$ cat config.mk
export PLATFORM = sky130hd
export DESIGN_NAME = fetch_sequencer
export DESIGN_NICKNAME = d
export VERILOG_FILES = /design/src/rtl/fetch_sequencer.sv
export SDC_FILE = /design/constraint.sdc
export NUM_CORES = 1
export LEC_CHECK = 0
export CAP_MARGIN = 15
export CORE_MARGIN = 5
export CORE_UTILIZATION = 46
export CTS_BUF_LIST = sky130_fd_sc_hd__clkbuf_2 sky130_fd_sc_hd__clkbuf_4 sky130_fd_sc_hd__clkbuf_8
export DETAILED_ROUTE_END_ITERATION = 7
export GPL_TIMING_DRIVEN = 0
export PLACE_DENSITY = 0.95
export SLEW_MARGIN = 20
export SYNTH_ARGS = -nofsm -noshare
export SYNTH_HDL_FRONTEND = slang
export SYNTH_SLANG_ARGS = --single-unit
$ cat constraint.sdc
create_clock -name clk -period 3.7 [get_ports clk]
set_input_delay 0.74 -clock clk [delete_from_list [all_inputs] [get_ports clk]]
set_output_delay 0.74 -clock clk [all_outputs]
set_load 0.03 [all_outputs]
$ cat src/rtl/fetch_sequencer.sv
// Program-counter owner and fetch-slot sequencer for the single-issue pipeline.
// Optional build macro FETCH_SEQ_STATS_EN adds saturating fetch/stall/redirect counters.
module fetch_sequencer #(
    parameter int                WIDTH    = 32,
    parameter logic [WIDTH-1:0]  RESET_PC = '0,
    parameter int                BUBBLES  = 1
) (
    input  logic             clk,
    input  logic             reset,
    input  logic             stall,
    input  logic             br_taken,
    input  logic [WIDTH-1:0] br_target,
    input  logic             jmp,
    input  logic [WIDTH-1:0] jmp_target,
    input  logic             halt_req,
    input  logic             resume,
    output logic [WIDTH-1:0] pc,
    output logic [WIDTH-1:0] pc_next,
    output logic             fetch_valid,
    output logic             squash,
    output logic             halted,
    output logic             misalign
`ifdef FETCH_SEQ_STATS_EN
    ,
    output logic [31:0]      fetch_cnt,
    output logic [31:0]      stall_cnt,
    output logic [31:0]      redirect_cnt
`endif
);

    typedef enum logic [2:0] {BOOT, RUN, STALL, BUBBLE, HALT} state_t;

    state_t           state, state_n;
    logic [2:0]       bub_cnt, bub_cnt_n;
    logic             redirect, accept;
    logic [WIDTH-1:0] raw_target;

    assign redirect    = jmp | br_taken;
    assign raw_target  = jmp ? jmp_target : br_target;
    assign fetch_valid = (state == RUN) || (state == STALL);
    assign halted      = (state == HALT);
    assign squash      = accept;

    always_comb begin
        state_n   = state;
        bub_cnt_n = bub_cnt;
        pc_next   = pc;
        accept    = 1'b0;
        if (reset) begin
            pc_next   = RESET_PC;
            state_n   = BOOT;
            bub_cnt_n = '0;
        end else if (state == HALT) begin
            // redirects are dropped while halted; halt_req keeps us here
            if (!halt_req && resume)
                state_n = RUN;
        end else if (halt_req) begin
            state_n   = HALT;
            bub_cnt_n = '0;
        end else if (redirect) begin
            accept  = 1'b1;
            pc_next = {raw_target[WIDTH-1:2], 2'b00};
            if (BUBBLES > 0) begin
                state_n   = BUBBLE;
                bub_cnt_n = 3'(BUBBLES);
            end else begin
                state_n   = RUN;
                bub_cnt_n = '0;
            end
        end else begin
            case (state)
                BOOT: state_n = RUN;
                RUN, STALL: begin
                    if (stall) begin
                        state_n = STALL;
                    end else begin
                        state_n = RUN;
                        pc_next = pc + WIDTH'(4);
                    end
                end
                BUBBLE: begin
                    // a stall freezes the bubble countdown along with the PC
                    if (!stall) begin
                        pc_next   = pc + WIDTH'(4);
                        bub_cnt_n = bub_cnt - 3'd1;
                        if (bub_cnt <= 3'd1)
                            state_n = RUN;
                    end
                end
                default: state_n = BOOT;
            endcase
        end
    end

    always_ff @(posedge clk) begin
        if (reset) begin
            pc       <= RESET_PC;
            state    <= BOOT;
            bub_cnt  <= '0;
            misalign <= 1'b0;
        end else begin
            pc       <= pc_next;
            state    <= state_n;
            bub_cnt  <= bub_cnt_n;
            if (accept && (raw_target[1:0] != 2'b00))
                misalign <= 1'b1;
        end
    end

`ifdef FETCH_SEQ_STATS_EN
    always_ff @(posedge clk) begin
        if (reset) begin
            fetch_cnt    <= '0;
            stall_cnt    <= '0;
            redirect_cnt <= '0;
        end else begin
            if (fetch_valid && (fetch_cnt != 32'hFFFF_FFFF))
                fetch_cnt <= fetch_cnt + 32'd1;
            if ((state == STALL) && (stall_cnt != 32'hFFFF_FFFF))
                stall_cnt <= stall_cnt + 32'd1;
            if (accept && (redirect_cnt != 32'hFFFF_FFFF))
                redirect_cnt <= redirect_cnt + 32'd1;
        end
    end
`endif

endmodule

==> results of run 1 <==
==> synthesized netlist by cell type, types with 3 or more instances <==
cell       n
a21oi_1   50
dfxtp_1   39
nor2_1    29
a211oi_1  26
nand2_1   21
clkbuf_1  20
nand3_1   19
o21ai_0   17
and3_1    12
inv_1     11
nor3_1    11
a221oi_1  10
nand4_1   10
o22ai_1    9
and4_1     8
o211ai_1   8
buf_2      7
nor4_1     6
nand2b_1   5
nor3b_1    5
o221ai_1   5
o211a_1    4
or3_1      4
a21boi_0   3
ha_1       3
mux2i_1    3
o22a_1     3
==> path summary, 6_finish.rpt <==
check / from / to / slack (ns) / depth (start not counted)
worst max-delay path: stall / pc_next[28] / 0.07 / 7
worst min-delay path: bub_cnt[1] / bub_cnt[1] / 0.49 / 2
worst max register to register: pc[3] / pc[24] / 1.51 / 6
worst min register to register: bub_cnt[1] / bub_cnt[1] / 0.49 / 2
==> cells by family after synthesis <==
group,after synthesis,synth area share (%)
compound gates,156,36.13
xor+xnor,2,0.5987
buf+inv,43,6.071
simple gates,144,28.22
flops,39,26.68
mux,3,1.026
fa+ha+maj,3,1.283
==> registers in the layout, summed over array words and instances, names as in the netlist <==
| name | count |
|---|---|
| pc | 32 |
| bub_cnt | 3 |
| state | 3 |
| misalign | 1 |
==> per-layer routing <==
metal  part of all wire, %  global-route usage, %  vias up
met2                    46                  51.22      356
met5                     0                      0        -
met1                    36                  37.56     1926
met4                   5.3                  16.50        0
li1                      -                      -     1834
met3                    13                  7.596       79
==> cell type report <==
class	count	area, um2	share of cell area [%]
Buffer	29	142.6	3.140
Clock buffer	6	82.58	1.818
Clock inverter	1	5.005	0.1102
Inverter	13	48.80	1.074
Multi-Input combinational cell	308	2041	44.93
Sequential cell	39	780.7	17.19
Tap cell	77	96.34	2.121
Timing Repair Buffer	144	1345	29.61
==> worst max-delay path, delay by kind of cell <==
family	cells	cell delay (ns)
AND/OR/NAND/NOR	4	1.33
buffers and inverters	2	0.63
AO/OA/AOI/OAI	1	0.19
==> per-stage QoR <==
step | TNS, ns | area [um2] | util (%) | cells | hold slack (ns)
2_1_floorplan | 0 | 2927 | - | 390 | 0.4435
3_3_place_gp | -17.18 | 4384 | 69.84 | 603 | 0.4488
3_5_place_dp | -17.44 | 4384 | 69.84 | 603 | 0.4778
4_1_cts | 0 | 4554 | 72.55 | 616 | 0.4892
5_1_grt | -0.03930 | 4542 | 72.35 | 617 | 0.5040
6_report | 0 | 4542 | 72.35 | 617 | 0.4938
==> what timing repair did <==
item | in CTS | in global routing
pin swaps | 1 | 2
endpoints found under the setup margin | 32 | 25
gates resized for setup | 73 | 43
buffers inserted | 7 | 1
hold buffers | 0 | 0
==> power breakdown <==
group / internal, W / switching [W] / total, W / leakage (nW)
sequential: 0.000451 / 0.0000463 / 0.000498 / 0.322
combinational: 0.000228 / 0.000324 / 0.000552 / 1.40
clock: 0.000147 / 0.000168 / 0.000315 / 0.0470
==> flow_summary_export.csv, run 1 <==
group,metric,value,unit
outcome,status,"completed",
layout,syn_to_final_growth,55.19,%
synthesis,synth_area_leader_cell,"dfxtp_1",
die,core,6277,um2
timing,tightest_slew,0.6199,ns
clocking,cts_buffers,5,
global_routing,antenna_found_initial,0,
synthesis,synth_cell_type_count,59,
synthesis,syn_area_per_cell,7.504,um2
layout,diodes,0,
placement,dp_slack,-0.9080,ns
placement,port_buffers,136,
setup_path,cp_max_fo,6,
layout,final.fill_count,544,
clocking,cts.clk_slew.worst_paths,0.08,ns
detailed_routing,detail_route.iter0.violations,604,
die,die_h,89.76,um
die,io_pins,139,
detailed_routing,vias,4195,
detailed_routing,firstDrtPassIters,6,
clocking,cts_tree,"done",
synthesis,seq_area_frac_synth,26.68,%
global_routing,grt-ovfl-total,0,
synthesis,synthCells,390,
clocking,cts.sinks,39,
timing,period_needed,3.633,ns
detailed_routing,wl_per_cell,21.96,um
setup_path,crit_path_cell_trace,"dlygate4sd2_1 -> nand4bb_4 -> or4_4 -> nor3_4 -> a211o_1 -> and3_1 -> clkdlybuf4s15_2",
clocking,clockBufferDepth,2,
min_path,hold_path_class,"reg2reg",
timing,finalHoldViolCount,0,
die,num_rows,29,
placement,hpwl,9767,um
timing,fmax,0.2753,GHz
layout,drive_gt1_share,13.52,%
die,die_w,89.76,um
power,powerDensity,300.4,nW/um2
timing,rsz0062_at_grt,"true",
setup_path,startpoint_type,"primary input",
timing,finClkSkew,0.006357,ns
clocking,cts_htree_levels,2,
timing,setup_viol,0,
global_routing,grt_pass1_wl,20840,um
synthesis,syn_nets,464,
placement,gp_congestion,0.9602,
synthesis,yosys-top-cells-area,"dfxtp_1, a21oi_1, a211oi_1, nor2_1, nand3_1",
synthesis,synth-async-reset-ratio,0,%
power,p_total,0.001364,W
run,maxCapViolations,0,
detailed_routing,route.detailed.drc,0,
clocking,clock-root-buffer,"clkbuf_8",
synthesis,yosys_warnings,0,
power,vdd_drop_max,0.0001738,V
synthesis,syn_area,2927,um2
synthesis,synth_top_area_share,26.68,%
synthesis,synth_ff_type,"dfxtp_1",
synthesis,ys_seq_elements,39,
die,die_area,8057,um2
timing,worst_slack,0.06695,ns
setup_path,cp.required,2.96,ns
power,p_leak,1.765,nW
layout,layout.nets,614,
detailed_routing,routed_wirelength,13550,um
layout,mostFrequentLayoutCells,"clkdlybuf4s50_1, a21oi_1, dfxtp_1",
global_routing,grt_pass1_vias,4148,
timing,period_share,98.19,%
setup_path,crit_type,"in2out",
clocking,clkLatencyLatePin,0.31,ns
detailed_routing,viasPerCell,6.799,
setup_path,cp_slowest_cell,"or4_4",
detailed_routing,drtAntennaViolNets,0,
timing,report.final.slew_viol_count,0,
global_routing,grt.total_usage,31.27,%
layout,final_common_cell,"clkdlybuf4s50_1",
setup_path,slowest_delay,0.62,ns
global_routing,grt_max_degree,12,
setup_path,end_kind,"output pin",
setup_path,arrival,2.89,ns
die,start_util,46.62,%
synthesis,synth_edf_count,0,
timing,relSlewSlack,58.29,%
Power figures use the tool's default switching activity.
==> run 2: changes to the inputs <==
--- a/config.mk
+++ b/config.mk
@@ -6,6 +6,7 @@
 export NUM_CORES = 1
 export LEC_CHECK = 0
 export CAP_MARGIN = 15
+export CORE_ASPECT_RATIO = 1.75
 export CORE_MARGIN = 5
 export CORE_UTILIZATION = 46
 export CTS_BUF_LIST = sky130_fd_sc_hd__clkbuf_2 sky130_fd_sc_hd__clkbuf_4 sky130_fd_sc_hd__clkbuf_8
==> run 2 against run 1 <==
  * The run now ends with negative setup slack left
  * Clock power increased by 3%
  * Sequential share of layout area stayed put
  * Sequential power barely moved
  * Worst setup slack lost 0.12 ns
  * Cell area unchanged
  * Wire length increased by 3.3%
  * Clock-buffer cell count shrank 1
  * Register-to-register slack hardly changed
  * Hold slack got worse by 0.019 ns
  * First-iteration DRC count decreased by 17%
  * Core utilization rose by 1.1 points
  * Via count down 0.21%
  * Largest cell class unchanged
==> flow_summary_export.csv, run 2 (same netlist as run 1, synthesis figures left out) <==
group,metric,value,unit
detailed_routing,firstDrtPassIters,5,
die,io_pins,139,
clocking,cts_hold_buf,0,
global_routing,grt_max_degree,15,
timing,period_share,101.4,%
die,num_rows,38,
timing,tightest_slew,0.7005,ns
min_path,worstHoldStart,"bub_cnt[1]",
min_path,hold_path_class,"reg2reg",
setup_path,arrival,3.01,ns
clocking,clock-root-buffer,"clkbuf_8",
timing,fmax,0.2664,GHz
detailed_routing,routed_wirelength,13990,um
timing,rsz0062_at_grt,"true",
setup_path,cp.required,2.96,ns
die,core,6181,um2
placement,hpwl,10210,um
global_routing,grt.total_usage,32.93,%
detailed_routing,wl_per_cell,22.61,um
clocking,clkLatencyLatePin,0.32,ns
setup_path,rr_startpoint,"pc[3]",
layout,final_common_cell,"clkdlybuf4s50_1",
power,p_leak,1.729,nW
timing,period_needed,3.754,ns
timing,finClkSkew,0.01177,ns
clocking,cts.sinks,39,
global_routing,antenna_found_initial,0,
timing,report.final.slew_viol_count,0,
placement,gp_congestion,0.9602,
clocking,clockBufferDepth,2,
die,start_util,47.35,%
setup_path,startpoint_type,"primary input",
outcome,status,"finished with violations",
setup_path,cp_max_fo,7,
timing,finalHoldViolCount,0,
layout,regMostFlops,"pc",
placement,dp_slack,-0.9945,ns
die,die_h,115.5,um
layout,drive_gt1_share,13.17,%
detailed_routing,detail_route.iter0.violations,502,
setup_path,crit_path_start,"stall",
layout,diodes,0,
global_routing,grt_pass1_vias,4174,
detailed_routing,vias,4186,
detailed_routing,viasPerCell,6.763,
die,die_w,70.30,um
detailed_routing,drtAntennaViolNets,0,
layout,syn_to_final_growth,55.19,%
power,powerDensity,303.2,nW/um2
clocking,cts.clk_slew.worst_paths,0.10,ns
timing,worst_slack,-0.05355,ns
layout,mostFrequentLayoutCells,"clkdlybuf4s50_1, a21oi_1, dfxtp_1",
setup_path,end_kind,"output pin",
global_routing,grt_pass1_wl,21190,um
clocking,cts_htree_levels,2,
global_routing,grt-ovfl-total,0,
detailed_routing,route.detailed.drc,0,
timing,setup_viol,2,
timing,relSlewSlack,53.30,%
run,maxCapViolations,0,
outcome,violations,"negative setup slack",
clocking,cts_tree,"done",
placement,place_inst,606,
layout,layout.nets,612,
die,die_area,8120,um2
clocking,cts_buffers,5,
placement,port_buffers,136,
layout,largest_register_ffs,32,
layout,largestRegisters,"pc (32), bub_cnt (3), state (3)",
layout,fin_cells,619,
power,vdd_drop_max,0.0002675,V
setup_path,crit_type,"in2out",
-- run 2: changes by cell type in the layout (fill, tap and decap cells not counted), sizes merged --
cell           change
buf                -1
clkdlybuf4s15      +1
inv                +1
clkbuf             -3
clkinv             -1
clkinvlp           +2
-- run 2: cell type report --
class                      count  area [um2]
multi-input combinational    308        2039
fill                         501        1639
timing repair buffer         142        1336
sequential                    39       780.7
buffer                        29       143.9
tap                           80       100.1
clock buffer                   5       68.82
inverter                      13       48.80
clock inverter                 3       23.77
-- run 2: metrics by stage --
step	TNS (ns)	area (um2)	hold slack, ns	utilization, %	total power (W)
6_report	-0.1020	4542	0.4744	73.48	0.001377
3_3_place_gp	-17.11	4388	0.4530	70.99	0.001044
4_1_cts	0	4553	0.4759	73.66	0.001356
5_1_grt	-0.2738	4542	0.4858	73.48	0.001419
3_5_place_dp	-18.23	4388	0.4598	70.99	0.001054
2_1_floorplan	0	2927	0.4435	-	0.0007930
-- run 2: timing repair --
item                                    4_1_cts  5_1_grt
endpoints found under the setup margin       32       23
buffers inserted                              6        0
resized for setup                            72       42
pin swaps                                     1        0
gates cloned                                  0        0
-- run 2: critical path: stages --
cell           delay [ns]
dlygate4sd2_1        0.32
nor2_2               0.25
nand4_1              0.19
nor3_2               0.37
o21ai_0              0.22
a221oi_2             0.46
dlygate4sd2_1        0.45
-- run 2: final timing paths --
kind,endpoint,slack (ns),depth (start not counted)
max reg2reg,pc[22],1.52,6
min,bub_cnt[1],0.47,2
min reg2reg,bub_cnt[1],0.47,2
max,pc_next[19],-0.05,7
-- run 2: power by group --
part	switching, W	leakage [nW]	internal, W	total, W
registers	0.0000461	0.322	0.000451	0.000498
logic	0.000328	1.37	0.000228	0.000557
clock network	0.000187	0.0408	0.000135	0.000323
total	0.000562	1.73	0.000815	0.00138
-- run 2: metal layers --
layer,share of wire [%],global-route usage [%],vias to the layer above
met4,8.1,23.66,0
met2,49,57.70,345
met3,10,7.899,103
met5,0,0,-
li1,-,-,1827
met1,32,33.90,1911
==> run 3: changes to the inputs <==
--- a/config.mk
+++ b/config.mk
@@ -12,7 +12,7 @@
 export CTS_BUF_LIST = sky130_fd_sc_hd__clkbuf_2 sky130_fd_sc_hd__clkbuf_4 sky130_fd_sc_hd__clkbuf_8
 export DETAILED_ROUTE_END_ITERATION = 7
 export GPL_TIMING_DRIVEN = 0
-export PLACE_DENSITY = 0.95
+export PLACE_DENSITY = 0.87
 export SLEW_MARGIN = 20
 export SYNTH_ARGS = -nofsm -noshare
 export SYNTH_HDL_FRONTEND = slang
==> run 3 against run 2 <==
  * The flow now finishes without violations
  * Non-clock buffer count grew 1
  * Via count hardly changed
  * Worst setup slack improved by 0.073 ns
  * Sequential share of layout area decreased by 0.32 points
  * Global-route usage down 0.26 points
  * Register-to-register slack got worse by 0.04 ns
  * Hold slack improved by 0.0038 ns
  * Critical path type unchanged
  * Critical endpoint is now pc_next[10]
==> flow_summary_export.csv, run 3 (same netlist as run 1, synthesis figures left out) <==
group,metric,value,unit
clocking,cts_htree_levels,2,
die,core,6181,um2
die,io_pins,139,
timing,finalHoldViolCount,0,
detailed_routing,firstDrtPassIters,8,
min_path,hold_path_class,"reg2reg",
global_routing,antenna_found_initial,0,
layout,syn_to_final_growth,58.10,%
setup_path,startpoint_type,"primary input",
power,vdd_drop_max,0.0003328,V
setup_path,end_kind,"output pin",
layout,final_common_cell,"clkdlybuf4s50_1",
detailed_routing,routed_wirelength,13990,um
timing,finClkSkew,0.006713,ns
layout,regArea,780.7,um2
placement,gp_congestion,0.9445,
timing,whs,0.4782,ns
global_routing,grt_pass1_wl,20920,um
global_routing,grt_max_degree,12,
die,die_w,70.30,um
detailed_routing,drtAntennaViolNets,0,
power,powerDensity,303.4,nW/um2
clocking,clockBufferDepth,2,
layout,largestRegisters,"pc (32), bub_cnt (3), state (3)",
run,maxCapViolations,0,
timing,fmax,0.2717,GHz
die,die_area,8120,um2
die,die_h,115.5,um
layout,diodes,0,
detailed_routing,vias,4188,
setup_path,crit_type,"in2out",
setup_path,arrival,2.94,ns
timing,report.final.slew_viol_count,0,
layout,largest_register_ffs,32,
clocking,cts_hold_buf,0,
setup_path,r2r_slack,1.48,ns
layout,design_area,4627,um2
placement,hpwl,10180,um
die,num_rows,38,
timing,setup_viol,0,
detailed_routing,route.detailed.drc,0,
layout,drive_gt1_share,12.22,%
placement,port_buffers,136,
placement,dpl_cell_area,4388,um2
layout,layout.nets,613,
power,p_leak,1.819,nW
timing,relSlewSlack,53.21,%
detailed_routing,detail_route.iter0.violations,396,
global_routing,grt.total_usage,32.67,%
global_routing,grt-ovfl-total,0,
timing,rsz0062_at_grt,"false",
outcome,status,"completed",
setup_path,cp.required,2.96,ns
clocking,cts.sinks,39,
global_routing,grt_pass1_vias,4299,
timing,period_needed,3.680,ns
layout,final.fill_count,524,
layout,regMostFlops,"pc",
clocking,clock-root-buffer,"clkbuf_8",
setup_path,cp_max_fo,10,
placement,place_inst,606,
layout,mostFrequentLayoutCells,"clkdlybuf4s50_1, a21oi_1, dfxtp_1",
clocking,cts.clk_slew.worst_paths,0.08,ns
clocking,cts_buffers,5,
clocking,cts_tree,"done",
detailed_routing,wl_per_cell,22.57,um
layout,final_util,74.86,%
timing,tightest_slew,0.7019,ns
layout,multi_input_area,2059,um2
clocking,clkLatencyLatePin,0.30,ns
detailed_routing,viasPerCell,6.755,
layout,fin_cells,620,
die,start_util,47.35,%
timing,period_share,99.47,%
==> run 3: final cells by class <==
type                       count  share of cell area (%)
multi-input combinational    308                   44.51
timing repair buffer         143                   30.10
sequential                    39                   16.87
buffer                        29                   3.056
clock buffer                   8                   2.244
tap                           80                   2.163
inverter                      13                   1.055
==> run 3: per-stage QoR <==
stage | setup slack [ns] | total power (W) | TNS, ns
finish | 0.01959 | 0.001404 | 0
detailed placement | -0.9206 | 0.001054 | -17.12
global placement | -0.8992 | 0.001046 | -16.88
floorplan | 0.1178 | 0.0007930 | 0
CTS | -0.1802 | 0.001383 | -0.1802
global route | 0.003549 | 0.001448 | 0
==> run 3: where the power goes <==
part	switching [W]	internal, W
clock	0.000167	0.000178
combinational	0.000328	0.000233
sequential	0.0000464	0.000451
total	0.000541	0.000863
==> run 3: per-layer routing <==
metal,share of wire (%),routed length (um),GRT usage (%)
met5,0,0,0
met2,50,7027,59.20
met3,10,1449,7.378
met1,32,4513,30.95
met4,7.2,1003,26.60
==> run 3: timing repair <==
| item | 4_1_cts | 5_1_grt |
|---|---|---|
| setup buffers | 7 | 0 |
| pin swaps | 3 | 0 |
| endpoints found under the hold margin | 0 | 0 |
| gates resized for setup | 71 | 27 |
| setup endpoints to repair | 32 | 19 |
==> run 3: path summary, 6_finish.rpt <==
path         startpoint          end  depth (start not counted)
min reg2reg  bub_cnt[1]   bub_cnt[1]                          2
min          bub_cnt[1]   bub_cnt[1]                          2
max            br_taken  pc_next[10]                          7
max reg2reg       pc[3]       pc[24]                          6
==> run 3: critical path: stages <==
cell and delay [ns]:
clkdlybuf4s50_1 0.49, inv_1 0.24, clkbuf_2 0.29, buf_2 0.32, o211ai_1 0.17, a211oi_1 0.27
dlygate4sd1_1 0.42
